`src/rtl/mmio_bus_pkg.sv`:
```
// mmio_bus_pkg: shared definitions for the MMIO bus bridge.
//   - wlen_e  : CPU transfer-length codes carried on WLEN
//   - state_e : bridge sequencing states
//   - DEF_REGION_BASE / DEF_REGION_SIZE : default five-slave address map
//     (cache, LED, VGA, VGA ctrl, keyboard), slave i at [i*32 +: 32]
package mmio_bus_pkg;

  typedef enum logic [1:0] {
    WLEN_RD32 = 2'b00,
    WLEN_WR8  = 2'b01,
    WLEN_WR16 = 2'b10,
    WLEN_WR32 = 2'b11
  } wlen_e;

  typedef enum logic [2:0] {
    ST_IDLE    = 3'd0,
    ST_RD_BEAT = 3'd1,
    ST_RMW_RD  = 3'd2,
    ST_WR_BEAT = 3'd3,
    ST_ERR     = 3'd4
  } state_e;

  localparam int DEF_NUM_SLAVES = 5;
  localparam int DEF_ADDR_W     = 32;

  // Index 0 sits in the least significant word.
  localparam logic [DEF_NUM_SLAVES*DEF_ADDR_W-1:0] DEF_REGION_BASE = {
    32'h0008_12D4,  // keyboard
    32'h0008_12C4,  // VGA ctrl
    32'h0008_0004,  // VGA
    32'h0008_0000,  // LED
    32'h0000_0000   // cache
  };

  localparam logic [DEF_NUM_SLAVES*DEF_ADDR_W-1:0] DEF_REGION_SIZE = {
    32'h0000_0010,
    32'h0000_0010,
    32'h0000_12C0,
    32'h0000_0004,
    32'h0008_0000
  };

endpackage

```
`src/rtl/mmio_addr_decoder.sv`:
```
// mmio_addr_decoder: combinational region lookup for the bus bridge.
// Ports:
//   addr_i   in  ADDR_W      byte address to decode
//   hit_o    out 1           address falls in some region
//   sel_o    out NUM_SLAVES  one-hot select of the winning region
//   idx_o    out IDX_W       index of the winning region
//   offset_o out ADDR_W      address relative to the winning region base
module mmio_addr_decoder
  import mmio_bus_pkg::*;
#(
  parameter int NUM_SLAVES = DEF_NUM_SLAVES,
  parameter int ADDR_W     = DEF_ADDR_W,
  parameter int IDX_W      = 3,
  parameter logic [NUM_SLAVES*ADDR_W-1:0] REGION_BASE = DEF_REGION_BASE,
  parameter logic [NUM_SLAVES*ADDR_W-1:0] REGION_SIZE = DEF_REGION_SIZE
) (
  input  logic [ADDR_W-1:0]     addr_i,
  output logic                  hit_o,
  output logic [NUM_SLAVES-1:0] sel_o,
  output logic [IDX_W-1:0]      idx_o,
  output logic [ADDR_W-1:0]     offset_o
);

  logic [ADDR_W-1:0] base_w;
  logic [ADDR_W-1:0] size_w;

  // Scan from the highest index down so the lowest matching index is the
  // last one written and therefore wins on overlap. The compare uses
  // (addr - base) < size so a region ending at the top of the address
  // space does not overflow.
  always_comb begin
    hit_o    = 1'b0;
    sel_o    = '0;
    idx_o    = '0;
    offset_o = '0;
    base_w   = '0;
    size_w   = '0;
    for (int i = NUM_SLAVES - 1; i >= 0; i--) begin
      base_w = REGION_BASE[i*ADDR_W +: ADDR_W];
      size_w = REGION_SIZE[i*ADDR_W +: ADDR_W];
      if ((addr_i >= base_w) && ((addr_i - base_w) < size_w)) begin
        hit_o    = 1'b1;
        sel_o    = '0;
        sel_o[i] = 1'b1;
        idx_o    = IDX_W'(i);
        offset_o = addr_i - base_w;
      end
    end
  end

endmodule

```
`src/rtl/mmio_bus_bridge.sv`:
```
// mmio_bus_bridge: single-outstanding CPU-to-slave MMIO bridge.
// Accepts RD32/WR8/WR16/WR32 requests, decodes them to one slave region and
// issues LANE_W-wide beats with per-slave wait states and a per-beat timeout.
// Ports:
//   clk, reset_n           clock / asynchronous active-low reset
//   address, wdata, WLEN   CPU request (WLEN: 00 RD32 01 WR8 10 WR16 11 WR32)
//   EN_N                   request strobe (active low, sampled in IDLE)
//   READY, rdata, err      bridge idle, read data, last request failed
//   s_en, s_wen            one-hot slave select, beat write strobe
//   s_addr, s_wdata        region-local beat address, beat write data
//   s_rdata, s_ready       flattened slave read data, per-slave acknowledge
module mmio_bus_bridge
  import mmio_bus_pkg::*;
#(
  parameter int NUM_SLAVES = DEF_NUM_SLAVES,
  parameter int ADDR_W     = DEF_ADDR_W,
  parameter int DATA_W     = 32,
  parameter int LANE_W     = 16,
  parameter logic [NUM_SLAVES*ADDR_W-1:0] REGION_BASE = DEF_REGION_BASE,
  parameter logic [NUM_SLAVES*ADDR_W-1:0] REGION_SIZE = DEF_REGION_SIZE,
  parameter int TIMEOUT    = 255
) (
  input  logic                         clk,
  input  logic                         reset_n,
  input  logic [ADDR_W-1:0]            address,
  input  logic [DATA_W-1:0]            wdata,
  input  logic [1:0]                   WLEN,
  input  logic                         EN_N,
  output logic                         READY,
  output logic [DATA_W-1:0]            rdata,
  output logic                         err,
  output logic [NUM_SLAVES-1:0]        s_en,
  output logic                         s_wen,
  output logic [ADDR_W-1:0]            s_addr,
  output logic [LANE_W-1:0]            s_wdata,
  input  logic [NUM_SLAVES*LANE_W-1:0] s_rdata,
  input  logic [NUM_SLAVES-1:0]        s_ready
);

  localparam int BEATS = DATA_W / LANE_W;
  localparam int BW    = (BEATS > 1) ? $clog2(BEATS) : 1;
  localparam int IDX_W = (NUM_SLAVES > 1) ? $clog2(NUM_SLAVES) : 1;
  localparam int TW    = (TIMEOUT > 1) ? $clog2(TIMEOUT + 1) : 1;
  localparam logic [TW-1:0] TMO_LAST  = TW'((TIMEOUT > 0) ? TIMEOUT - 1 : 0);
  localparam logic [BW-1:0] BEAT_LAST = BW'(BEATS - 1);

  state_e                  state_q, state_d;
  logic                    ready_q, ready_d;
  logic                    err_q, err_d;
  logic [DATA_W-1:0]       rdata_q, rdata_d;
  logic [ADDR_W-1:0]       off_q, off_d;
  logic [DATA_W-1:0]       wdata_q, wdata_d;
  wlen_e                   wlen_q, wlen_d;
  logic [NUM_SLAVES-1:0]   sel_q, sel_d;
  logic [IDX_W-1:0]        idx_q, idx_d;
  logic [BW-1:0]           beat_q, beat_d;
  logic [TW-1:0]           tmo_q, tmo_d;
  logic [LANE_W-1:0]       lane_q, lane_d;
  logic                    bhi_q, bhi_d;

  logic                    dec_hit;
  logic [NUM_SLAVES-1:0]   dec_sel;
  logic [IDX_W-1:0]        dec_idx;
  logic [ADDR_W-1:0]       dec_off;

  logic                    ack;
  logic                    last_beat;
  logic [LANE_W-1:0]       lane_rd;
  logic [LANE_W-1:0]       merged;
  logic [LANE_W-1:0]       wr_lane;
  logic [ADDR_W-1:0]       beat_addr;

  mmio_addr_decoder #(
    .NUM_SLAVES (NUM_SLAVES),
    .ADDR_W     (ADDR_W),
    .IDX_W      (IDX_W),
    .REGION_BASE(REGION_BASE),
    .REGION_SIZE(REGION_SIZE)
  ) u_dec (
    .addr_i  (address),
    .hit_o   (dec_hit),
    .sel_o   (dec_sel),
    .idx_o   (dec_idx),
    .offset_o(dec_off)
  );

  always_ff @(posedge clk or negedge reset_n) begin
    if (!reset_n) begin
      state_q <= ST_IDLE;
      ready_q <= 1'b1;
      err_q   <= 1'b0;
      rdata_q <= '0;
      off_q   <= '0;
      wdata_q <= '0;
      wlen_q  <= WLEN_RD32;
      sel_q   <= '0;
      idx_q   <= '0;
      beat_q  <= '0;
      tmo_q   <= '0;
      lane_q  <= '0;
      bhi_q   <= 1'b0;
    end else begin
      state_q <= state_d;
      ready_q <= ready_d;
      err_q   <= err_d;
      rdata_q <= rdata_d;
      off_q   <= off_d;
      wdata_q <= wdata_d;
      wlen_q  <= wlen_d;
      sel_q   <= sel_d;
      idx_q   <= idx_d;
      beat_q  <= beat_d;
      tmo_q   <= tmo_d;
      lane_q  <= lane_d;
      bhi_q   <= bhi_d;
    end
  end

  always_comb begin
    state_d = state_q;
    ready_d = ready_q;
    err_d   = err_q;
    rdata_d = rdata_q;
    off_d   = off_q;
    wdata_d = wdata_q;
    wlen_d  = wlen_q;
    sel_d   = sel_q;
    idx_d   = idx_q;
    beat_d  = beat_q;
    tmo_d   = tmo_q;
    lane_d  = lane_q;
    bhi_d   = bhi_q;
    s_en    = '0;
    s_wen   = 1'b0;
    s_addr  = '0;
    s_wdata = '0;

    ack       = |(sel_q & s_ready);
    lane_rd   = s_rdata[idx_q*LANE_W +: LANE_W];
    beat_addr = off_q + ADDR_W'(beat_q) * ADDR_W'(LANE_W / 8);
    last_beat = ((wlen_q == WLEN_RD32) || (wlen_q == WLEN_WR32)) ?
                (beat_q == BEAT_LAST) : 1'b1;

    // Byte write: keep the lane read back in RMW_RD, replace the addressed byte.
    merged = lane_q;
    merged[bhi_q*8 +: 8] = wdata_q[7:0];

    case (wlen_q)
      WLEN_WR8:  wr_lane = merged;
      WLEN_WR16: wr_lane = wdata_q[LANE_W-1:0];
      default:   wr_lane = wdata_q[beat_q*LANE_W +: LANE_W];
    endcase

    case (state_q)
      ST_IDLE: begin
        if (!EN_N) begin
          off_d   = {dec_off[ADDR_W-1:1], 1'b0};
          bhi_d   = address[0];
          wdata_d = wdata;
          wlen_d  = wlen_e'(WLEN);
          sel_d   = dec_sel;
          idx_d   = dec_idx;
          beat_d  = '0;
          tmo_d   = '0;
          ready_d = 1'b0;
          err_d   = 1'b0;
          if (!dec_hit) begin
            state_d = ST_ERR;
          end else begin
            case (wlen_e'(WLEN))
              WLEN_RD32: state_d = ST_RD_BEAT;
              WLEN_WR8:  state_d = ST_RMW_RD;
              default:   state_d = ST_WR_BEAT;
            endcase
          end
        end
      end

      ST_RD_BEAT, ST_RMW_RD, ST_WR_BEAT: begin
        s_en   = sel_q;
        s_addr = beat_addr;
        if (state_q == ST_WR_BEAT) begin
          s_wen   = 1'b1;
          s_wdata = wr_lane;
        end
        if (ack) begin
          tmo_d = '0;
          if (state_q == ST_RMW_RD) begin
            lane_d  = lane_rd;
            state_d = ST_WR_BEAT;
          end else begin
            if (state_q == ST_RD_BEAT) begin
              rdata_d[beat_q*LANE_W +: LANE_W] = lane_rd;
            end
            if (last_beat) begin
              state_d = ST_IDLE;
              ready_d = 1'b1;
            end else begin
              beat_d = beat_q + 1'b1;
            end
          end
        end else if (TIMEOUT != 0) begin
          // tmo_q counts non-ready cycles already elapsed in this beat.
          if (tmo_q == TMO_LAST) begin
            state_d = ST_ERR;
          end else begin
            tmo_d = tmo_q + 1'b1;
          end
        end
      end

      ST_ERR: begin
        state_d = ST_IDLE;
        ready_d = 1'b1;
        err_d   = 1'b1;
      end

      default: begin
        state_d = ST_IDLE;
        ready_d = 1'b1;
      end
    endcase
  end

  assign READY = ready_q;
  assign rdata = rdata_q;
  assign err   = err_q;

endmodule

```
`config.mk`:
```
export PLATFORM = sky130hd
export DESIGN_NAME = mmio_bus_bridge
export DESIGN_NICKNAME = d
export VERILOG_FILES = /design/src/rtl/mmio_bus_pkg.sv /design/src/rtl/mmio_addr_decoder.sv /design/src/rtl/mmio_bus_bridge.sv
export SDC_FILE = /design/constraint.sdc
export NUM_CORES = 1
export LEC_CHECK = 0
export CAP_MARGIN = 5
export CORE_ASPECT_RATIO = 0.7
export CORE_MARGIN = 1
export CORE_UTILIZATION = 40
export CTS_BUF_LIST = sky130_fd_sc_hd__clkbuf_2
export CTS_CLUSTER_SIZE = 28
export DETAILED_ROUTE_END_ITERATION = 8
export HOLD_SLACK_MARGIN = 0.12
export PLACE_DENSITY_LB_ADDON = 0.08
export REMOVE_ABC_BUFFERS = 1
export SLEW_MARGIN = 25
export SYNTH_ARGS = -nofsm -noshare
export SYNTH_HDL_FRONTEND = slang
export SYNTH_HIERARCHICAL = 1
export SYNTH_SLANG_ARGS = --single-unit
export TNS_END_PERCENT = 1
```
`constraint.sdc`:
```
create_clock -name clk -period 2.5 [get_ports clk]
set_input_delay 0.25 -clock clk [delete_from_list [all_inputs] [get_ports clk]]
set_output_delay 0.25 -clock clk [all_outputs]
set_load 0.01 [all_outputs]
```
==> results of run 1 <==
state kept, by name (all words and copies together) (netlist names):
register,count
beat_q,1
bhi_q,1
READY,1
state_q,3
off_q,31
rdata,32
idx_q,3
wdata_q,32
sel_q,5
lane_q,16
err,1
tmo_q,8
wlen_q,2
layout make-up:
type,instances,area share [%]
Tap cell,325,2.52
Clock buffer,20,0.619
Antenna cell,1,0.0155
Clock inverter,12,1.08
Inverter,34,0.789
Sequential cell,136,21.1
Multi-Input combinational cell,915,43.9
Timing Repair Buffer,556,29.9
worst paths after layout:
path                            cells after the start  slack [ps]               endpoint              startpoint
max in group asynchronous                           4        1550  rdata[26]$_DFFE_PN0P_                 reset_n
min in group asynchronous                           4         610  off_q[20]$_DFFE_PN0P_                 reset_n
worst min-delay path                                3         190  wlen_q[0]$_DFFE_PN0P_                 WLEN[0]
worst min register to register                      2         520        err$_DFFE_PN0P_         err$_DFFE_PN0P_
worst max-delay path                                6        -520             s_addr[21]   off_q[11]$_DFFE_PN0P_
worst max register to register                      4         440   idx_q[0]$_DFFE_PN0P_  state_q[0]$_DFFE_PN0P_
worst min-delay path: stages:
cell	delay (ps)
clkdlybuf4s50_1	500
nand2_1	90
o21ai_0	70
placed cells by master (no fill, tap or decap), drive strengths merged, types with 29 or more instances in the layout:
cell type / instances
clkdlybuf4s50: 174
nand2: 59
buf: 307
mux2: 89
a21oi: 82
nand3: 29
inv: 35
mux2i: 61
nor3: 35
dlygate4sd3: 36
o21ai: 78
dfrtp: 135
nor2: 108
power breakdown:
group / switching [mW] / leakage, nW / internal [mW]
combinational: 1.58 / 4.87 / 1.68
clock: 0.845 / 0.162 / 0.668
sequential: 0.435 / 1.78 / 2.63
total: 2.86 / 6.81 / 4.97
through the flow:
stage	power, mW	instances	util, %	cell area [um^2]
2_1_floorplan	4.38	1084	-	9860
3_3_place_gp	5.76	1919	59.2	14800
3_5_place_dp	5.80	1919	59.2	14800
4_1_cts	7.55	1994	63.6	15900
5_1_grt	8.24	1999	64.7	16200
6_report	7.84	1999	64.7	16200
metal layers:
layer / part of all wire (%) / routed length [um]
met5: 0.062 / 26
met4: 1.2 / 488
met3: 8.9 / 3770
met2: 43 / 18200
met1: 47 / 19700
repair_timing:
item	in CTS	in global routing
setup buffers	7	3
hold buffers	36	1
hold endpoints to repair	169	1
pin swaps	40	27
setup endpoints to repair	80	78
resized for setup	260	73
gates cloned	1	0
==> results.sh, run 1 <==
export IMPL_port_buffers=240
export IMPL_path_cells="nand4_1 > or3_4 > buf_6 > or4_4 > a21oi_2 > buf_2"
export IMPL_hold_violations=0
export IMPL_syn_area_per_cell_um2=8.73
export IMPL_p_leak_nw=6.81
export IMPL_setup_ws_ps=-524
export IMPL_dieArea_um2=26500
export IMPL_start_util_pct=41.3
export IMPL_numClockSinks=136
export IMPL_die_y_um=136
export IMPL_drtIter0Drc=954
export IMPL_arrival_ps=2770
export IMPL_rsz0062_at_grt="true"
export IMPL_multi_input_area_um2=7100
export IMPL_drc=0
export IMPL_clock_skew_ps=34.1
export IMPL_routabilityCongestion=0.989
export IMPL_die_x_um=194
export IMPL_cts_tree="yes"
export IMPL_violations="setup timing"
export IMPL_start_kind="flip-flop"
export IMPL_antenna_found_initial=3
export IMPL_seqCellArea_um2=3410
export IMPL_track_usage_pct=31.7
export IMPL_critPathMaxFanout=5
export IMPL_cp_end_kind="output port"
export IMPL_timing_final_max_slew_violations=0
export IMPL_vias=11384
export IMPL_post_drt_via_cell_ratio=5.69
export IMPL_clk_path_buf_depth=2
export IMPL_status="complete, but fails checks"
export IMPL_hold_class="input port to flip-flop"
export IMPL_worstMarginPinSlew_ps=577
export IMPL_clk_pin_slew_ps=210
export IMPL_cts_root_buf="clkbuf_2"
export IMPL_met2_usage_pct=46.4
export IMPL_rows=48
export IMPL_grt_pass1_vias=11030
export IMPL_drtPass1Iterations=6
export IMPL_timing_hold_ws_ps=190
export IMPL_wl_mm=42.2
export IMPL_ir_drop_v=0.000654
export IMPL_crit_type="flip-flop to output port"
export IMPL_dp_hpwl_mm=31.9
export IMPL_max_freq_mhz=331
export IMPL_cts_made_buffers=17
export IMPL_route_detailed_wl_per_inst_um=21.1
export IMPL_required_ps=2250
export IMPL_grtUsageMet1_pct=46.9
export IMPL_period_needed_ps=3020
export IMPL_ant_nets=0
export IMPL_maxSlewHeadroom_pct=61.1
export IMPL_critPathBufInv=2
export IMPL_drive_above_1_share_pct=34.6
export IMPL_drv_cap=0
export IMPL_grt_pass1_wl_mm=64.2
export IMPL_h_tree_depth=4
export IMPL_setup_tns_ps=-14250
export IMPL_fin_crit_sh_pct=121
export IMPL_nNetsFinal=1824
export IMPL_syn_cell_area_um2=10300
export IMPL_netlist_instances=1183
export IMPL_busiest_layer="met1"
export IMPL_critPathTopFamily="simple AND/OR/NAND/NOR gates"
export IMPL_overflow=0
export IMPL_grtUsageMet3_pct=7.59
export IMPL_clk_insertion_delay_late_ps=750
export IMPL_finalSetupViolations=58
export IMPL_synth_warnings=6
export IMPL_p_per_area_nw_per_um2=485
export IMPL_nFillCells=2121
export IMPL_num_io_pins=242
export IMPL_core_area_um2=25000
export IMPL_area_growth_pct=56.6
export IMPL_place_ws_ps=-1450
export IMPL_slowest_delay_ps=510
export IMPL_grt_max_degree=56
export IMPL_cpMaxStageDelayCell="or4_4"
Note: power is estimated with default switching activity, not from simulation.
==> run 2, diff against run 1 <==
CTS_CLUSTER_SIZE = not set   (was 28)
==> results of run 2 <==
Final layout, timing and power as in run 1 (identical DEF).
==> run 3, diff against run 2 <==
PLACE_DENSITY = 0.77   (was not set)
PLACE_DENSITY_LB_ADDON = not set   (was 0.08)
==> results.sh, run 3 (synthesis gave the netlist of run 1 again) <==
export IMPL_drv_cap=0
export IMPL_rsz0062_at_grt="true"
export IMPL_worstMarginPinSlew_ps=772
export IMPL_placed_cells=1911
export IMPL_path_cells="ha_4 > nand2_1 > or4_4 > or3_4 > a21oi_2 > buf_2"
export IMPL_die_x_um=194
export IMPL_clock_skew_ps=40.3
export IMPL_dp_hpwl_mm=33.6
export IMPL_layoutNonFillerInstCount=1979
export IMPL_cts_tree="yes"
export IMPL_rrSetupSlack_ps=380
export IMPL_drtPass1Iterations=6
export IMPL_start_kind="flip-flop"
export IMPL_fin_area_um2=16000
export IMPL_finalSetupViolations=66
export IMPL_setup_tns_ps=-14270
export IMPL_postLayoutCoreUtil_pct=63.9
export IMPL_required_ps=2250
export IMPL_period_needed_ps=2940
export IMPL_p_per_area_nw_per_um2=480
export IMPL_violations="setup timing"
export IMPL_placed_area_um2=14800
export IMPL_max_freq_mhz=340
export IMPL_slowest_delay_ps=510
export IMPL_rr_worst_depth=5
export IMPL_cts_made_buffers=17
export IMPL_critPathTopFamily="simple AND/OR/NAND/NOR gates"
export IMPL_setup_ws_ps=-442
export IMPL_clk_pin_slew_ps=210
export IMPL_hold_violations=0
export IMPL_wl_mm=44.3
export IMPL_area_growth_pct=54.5
export IMPL_overflow=0
export IMPL_status="complete, but fails checks"
export IMPL_worstReg2RegStart="sel_q[0]$_DFFE_PN0P_"
export IMPL_drtIter0Drc=1429
export IMPL_antenna_found_initial=1
export IMPL_hold_start="wdata[10]"
export IMPL_timing_hold_ws_ps=136
export IMPL_route_detailed_wl_per_inst_um=22.4
export IMPL_rr_endpoint="tmo_q[3]$_DFFE_PN0P_"
export IMPL_routabilityCongestion=1.03
export IMPL_p_leak_nw=6.69
export IMPL_final_cell_mix="buf_4 (252), clkdlybuf4s50_1 (170), dfrtp_1 (133)"
export IMPL_min_path_cells=2
export IMPL_core_area_um2=25000
export IMPL_cts_root_buf="clkbuf_2"
export IMPL_clk_insertion_delay_late_ps=720
export IMPL_drc=0
export IMPL_nNetsFinal=1804
export IMPL_hold_path_endpoint="wdata_q[10]$_DFFE_PN0P_"
export IMPL_fin_crit_sh_pct=118
export IMPL_drive_above_1_share_pct=34.5
export IMPL_port_buffers=240
export IMPL_maxSlewHeadroom_pct=48.3
export IMPL_ir_drop_v=0.000488
export IMPL_post_drt_via_cell_ratio=5.91
export IMPL_cp_end_kind="output port"
export IMPL_numClockSinks=136
export IMPL_grt_pass1_vias=10973
export IMPL_critPathMaxFanout=5
export IMPL_ant_nets=0
export IMPL_cpMaxStageDelayCell="or4_4"
export IMPL_mostFrequentLayoutCell="buf_4"
export IMPL_track_usage_pct=32.6
export IMPL_rows=48
export IMPL_clk_path_buf_depth=2
export IMPL_finalPower_mw=7.66
export IMPL_h_tree_depth=4
export IMPL_dieArea_um2=26500
export IMPL_timing_final_max_slew_violations=0
export IMPL_critPathBufInv=1
export IMPL_num_io_pins=242
export IMPL_grt_max_degree=69
export IMPL_grt_pass1_wl_mm=65.2
export IMPL_start_util_pct=41.3
export IMPL_vias=11705
export IMPL_arrival_ps=2690
export IMPL_die_y_um=136
export IMPL_place_ws_ps=-1670
export IMPL_crit_type="flip-flop to output port"
export IMPL_hold_class="input port to flip-flop"
## run 3: cell types whose count changed in the layout (fill, tap and decap cells not counted), sizes merged
cell,before,now
buf,307,293
dlygate4sd3,36,23
clkdlybuf4s15,8,15
clkdlybuf4s50,174,170
dlygate4sd2,19,23
dlymetal6s2s,6,3
clkbuf,26,28
bufinv,4,3
clkinv,5,6
clkinvlp,2,3
## run 3: area by class of cell
type / instances / area, um^2
Timing Repair Buffer: 536 / 4700
Antenna cell: 1 / 2.50
Fill cell: 1988 / 9030
Tap cell: 325 / 407
Multi-Input combinational cell: 915 / 7060
Inverter: 34 / 128
Clock inverter: 13 / 154
Sequential cell: 136 / 3410
Clock buffer: 19 / 95.1
## run 3: metal layers
layer	track usage (%)	wire length, um	vias up
li1	-	-	5276
met1	47.6	20300	5655
met2	45.4	18000	702
met3	10.1	4970	70
met4	8.82	1020	2
met5	1.48	50	-
## run 3: timing repair
item,4_1_cts,5_1_grt
endpoints found under the hold margin,147,10
resized for setup,272,67
pin swaps,42,14
setup buffers,9,1
hold buffers,14,10
endpoints found under the setup margin,81,76
gates cloned,1,0
## run 3: how the worst max path moves through the flow
stage               slack [ps]                   end  cells after the start                   start
global placement         -1730  off_q[3]$_DFFE_PN0P_                     13              address[8]
detailed placement       -1670  off_q[3]$_DFFE_PN0P_                     14              address[2]
CTS                       -380            s_addr[31]                      7      beat_q$_DFFE_PN0P_
floorplan                -6260     bhi_q$_DFFE_PN0P_                      2  state_q[1]$_DFFE_PN0P_
global route              -550            s_addr[24]                      5    off_q[4]$_DFFE_PN0P_
finish                    -440            s_addr[24]                      6      beat_q$_DFFE_PN0P_
## run 3: where the power goes
part           internal, mW  switching, mW  total [mW]
Sequential             2.62          0.383        3.00
Combinational          1.60           1.64        3.25
Clock                 0.558          0.854        1.41
Total                  4.78           2.88        7.66
==> edit 1: new RTL, settings of run 1 <==
The 5 states of `state_e` get a one-hot encoding in 5 bits.
--- a/src/rtl/mmio_bus_pkg.sv
+++ b/src/rtl/mmio_bus_pkg.sv
@@ -13,10 +13,10 @@
   } wlen_e;
 
-  typedef enum logic [2:0] {
-    ST_IDLE    = 3'd0,
-    ST_RD_BEAT = 3'd1,
-    ST_RMW_RD  = 3'd2,
-    ST_WR_BEAT = 3'd3,
-    ST_ERR     = 3'd4
+  typedef enum logic [4:0] {
+    ST_IDLE    = 5'b00001,
+    ST_RD_BEAT = 5'b00010,
+    ST_RMW_RD  = 5'b00100,
+    ST_WR_BEAT = 5'b01000,
+    ST_ERR     = 5'b10000
   } state_e;
 
Behaviour: no difference found for any inputs over 4 cycles, from zero or initial values and one cycle with reset_n low; so few cycles prove little.
==> edit 1 against run 1 <==
Core utilization decreased by 3.0 points. Final area fell by 4.1%. The run still ends with negative setup slack left. Power fell by 2.6%. Count of clock-buffer cells in the layout decreased by 3. Routed wire length fell by 5.2%. Synthesized area increased by 0.78%. Sequential cell count increased by 2. Clock power rose by 4%. Clock skew is 6.0 ps higher. Synthesized cell count is 14% higher. Worst setup slack got worse by 20 ps. Critical path type unchanged. Maximum frequency decreased by 0.67%. Critical endpoint is now s_addr[26]. Highest routed layer is now met4.
==> edit 1: results (changes against run 1) <==
routed vias/inst 5.52 (-3.0%); WL/cell 19.0 um (-10%); Worst-Skew Late Latency 730 ps (-20 ps); Reg clk slew, reported paths 230 ps (+20 ps); PortBufs 240 (unchanged); initial antenna violation count 0 (-3); CP max stage cell or4_4; Leak 6.82 nW (about the same); Synthesis Warnings 6 (unchanged); run status finished, violations left; met1 WL 18,900 um (-4.0%); Sw Pwr 2.94 mW (+2.5%); final setup margin -544 ps (-20.4 ps); vias in the first global route 10,900 (-1.1%); Max IR drop VDD 408 uV (-38%); highest metal used met4; worst hold path type in2reg; top fanout value on the critical path 4 (-1); TNS Setup -13,910 ps (+339 ps); GPL Wtd Cong 1.05 (+6.0%); CTS Root Cell clkbuf_2; Layout Nets 1,930 (+5.8%); Cells on Worst Hold Path 7 (+4); WL met2 17,200 um (-5.1%); largest net degree at the start of global routing 63 (+13%); Ant. Diodes 0 (-1); number of nets still failing antenna checks after routing 0 (unchanged); Fillers 2,267 (+6.9%); met3 WL 3390 um (-10%); slowest cell delay on critical path 640 ps (+130 ps); GRT Util Overall 0.297 (-0.0194); Crit path max-delay family simple AND/OR/NAND/NOR gates; Num CTS Buffers 17 (unchanged); drt pass-1 iters 5 (-1); H-Tree Depth 4 (unchanged); Setup-failing EPs final 70 (+21%); CP arrival 2790 ps (+20 ps); clk buf depth 2 (unchanged); failing checks negative setup slack; Worst-Margin Slew 552 ps (-24.6 ps); share of layout cells above drive strength 1 0.239 (-0.107); first-pass GRT wire length 61,300 um (-4.6%); clock skew 40.1 ps (+6.00 ps); DRT iter0 DRCs 910 (-4.6%); worst r2r path cells 5 (+1); Post-DP HPWL 29,800 um (-6.8%)
==> edit 1: routing by layer <==
layer,global-route usage,vias to the layer above
met3,0.0759,38
met2,0.451,476
met5,0,-
li1,-,5555
met1,0.427,5559
met4,0.0560,0
==> edit 1: area by class of cell <==
class	count	area share
clock buffer	17	0.00549
clock inverter	15	0.0127
inverter	37	0.00896
multi-input combinational	1065	0.433
sequential	138	0.223
tap	325	0.0262
timing repair buffer	508	0.291
==> edit 1: worst paths after layout <==
| kind | slack [ps] | endpoint | start |
|---|---|---|---|
| worst max-delay path | -540 | s_addr[26] | off_q[4] |
| worst min-delay path | 160 | off_q[3] | address[3] |
| worst max register to register | 370 | wdata_q[6] | state_q[1] |
| worst min register to register | 480 | READY | READY |
| max in group asynchronous | 1470 | tmo_q[3] | reset_n |
| min in group asynchronous | 640 | state_q[0] | reset_n |
==> edit 1: what timing repair did <==
| action | 4_1_cts | 5_1_grt |
|---|---|---|
| gates resized for setup | 192 | 64 |
| setup endpoints to repair | 81 | 80 |
| endpoints found under the hold margin | 171 | 1 |
| pin swaps | 17 | 5 |
| buffers inserted | 4 | 0 |
| hold buffers | 36 | 1 |
==> edit 1: worst register-to-register path, cell delays in order (launching register included) <==
cell and delay, ps:
dfrtp_2 510, or4_4 610, or3_2 490, buf_4 280, nand2_1 130, nand2_1 60
==> edit 1: metrics by stage <==
stage	instance area [um2]	setup WS (ps)	std cells	util
6_report	15500	-544	2105	0.617
5_1_grt	15500	-634	2105	0.617
4_1_cts	15300	-600	2104	0.610
3_5_place_dp	14400	-1330	2032	0.575
3_3_place_gp	14400	-1310	2032	0.575
2_1_floorplan	9850	-684	1240	-
==> edit 1: power by group through the flow <==
stage          logic, mW  clock network, mW  registers, mW
5_1_grt             3.28               1.69           3.10
6_report            3.02               1.57           3.04
2_1_floorplan       1.47                  0           2.97
4_1_cts             2.91               1.60           3.02
3_3_place_gp        2.67                  0           3.03
3_5_place_dp        2.70                  0           3.03
==> edit 2: new RTL, config.mk and constraints of run 1 <==
Without the edit above. `DEF_NUM_SLAVES`: 5 -> 10.
--- a/src/rtl/mmio_bus_pkg.sv
+++ b/src/rtl/mmio_bus_pkg.sv
@@ -21,5 +21,5 @@
   } state_e;
 
-  localparam int DEF_NUM_SLAVES = 5;
+  localparam int DEF_NUM_SLAVES = 10;
   localparam int DEF_ADDR_W     = 32;
 
Interface: changed (resized s_en, s_rdata and s_ready); port bits go from 242 to 332. No check against the original RTL was run, so the function may have changed too.
==> edit 2 against run 1 <==
The flow still finishes with violations (negative setup slack). Final area up 8.1%. Synthesized area up 6.8%. Register-to-register slack worse by 170 ps. Highest routed layer unchanged. Sequential power up 6%. Maximum frequency up 1.0%. Sequential cell count up 6. Power up 11%. Worst setup slack better by 30 ps. Routed wire length up 19%. Final cell count up 7.5%.
==> edit 2: results (changes against run 1) <==
run status finished, violations left; failing checks negative setup slack; Reg clk slew, reported paths 270 ps (+60 ps); PostCTS Resize Cnt 262 (+0.77%); Max IR drop VDD 620 uV (-5.2%); Cell Area, Placed 0.0165 mm2 (+11%); r2r endpoint lane_q[12]; Cells after Synth 1,207 (+2.0%); Fillers 2,176 (+2.6%); first-pass GRT wire length 74,800 um (+16%); Worst-Skew Late Latency 820 ps (+70 ps); GPL Wtd Cong 1.03 (+4.1%); worst r2r path cells 5 (+1); WL/cell 23.4 um (+11%); slowest cell delay on critical path 580 ps (+70 ps); Hold Path Sink off_q[2]; Leak 7.40 nW (+8.6%); post-CTS setup buffers 3 (-4); GRT Util Overall 0.354 (+0.0375); Post-Place Worst Slack -1550 ps (-94.1 ps); Critical path origin off_q[1]; final hold slack 245 ps (+54.7 ps); final setup margin -493 ps (+30.3 ps); share of layout cells above drive strength 1 0.328 (-0.0184); CP Capture Point s_addr[20]; Placed Cells 2,073 (+8.0%); Hold Path Origin address[2]; fin util 0.650 (+0.00269); Setup-failing EPs final 67 (+16%); reg2reg start idx_q[0]; CP arrival 2740 ps (-30 ps); Non-Filler Instances 2,148 (+7.5%); largest net degree at the start of global routing 76 (+36%); initial antenna violation count 6 (+3); clock skew 55.8 ps (+21.8 ps); TNS Setup -16,410 ps (-2160 ps); Layout Nets 2,017 (+11%); PortBufs 330 (+38%); drt pass-1 iters 7 (+1)
## edit 2: cell type report
cell class | instances | area, um2 | share of cell area
tap | 364 | 455 | 0.0261
clock buffer | 19 | 95.1 | 0.00544
multi-input combinational | 931 | 7370 | 0.422
sequential | 142 | 3560 | 0.204
timing repair buffer | 644 | 5760 | 0.329
clock inverter | 13 | 108 | 0.00616
antenna | 2 | 5.00 | 0.000286
inverter | 33 | 124 | 0.00709
## edit 2: worst reg2reg max path: stages (launching register included)
cell and delay (ps):
dfrtp_4 700, buf_12 240, mux4_2 510, a22oi_1 190, o21a_1 330, o21ai_0 150
## edit 2: layer usage
layer	track usage	up-vias	share of wire
li1	-	5582	-
met1	0.511	5955	0.47
met2	0.550	508	0.45
met3	0.0777	38	0.075
met4	0.0595	2	0.010
met5	0	-	0.00020
## edit 2: where the power goes
group	internal (mW)	switching [mW]
sequential	2.77	0.478
combinational	2.08	2.11
clock	0.289	0.969
total	5.15	3.56
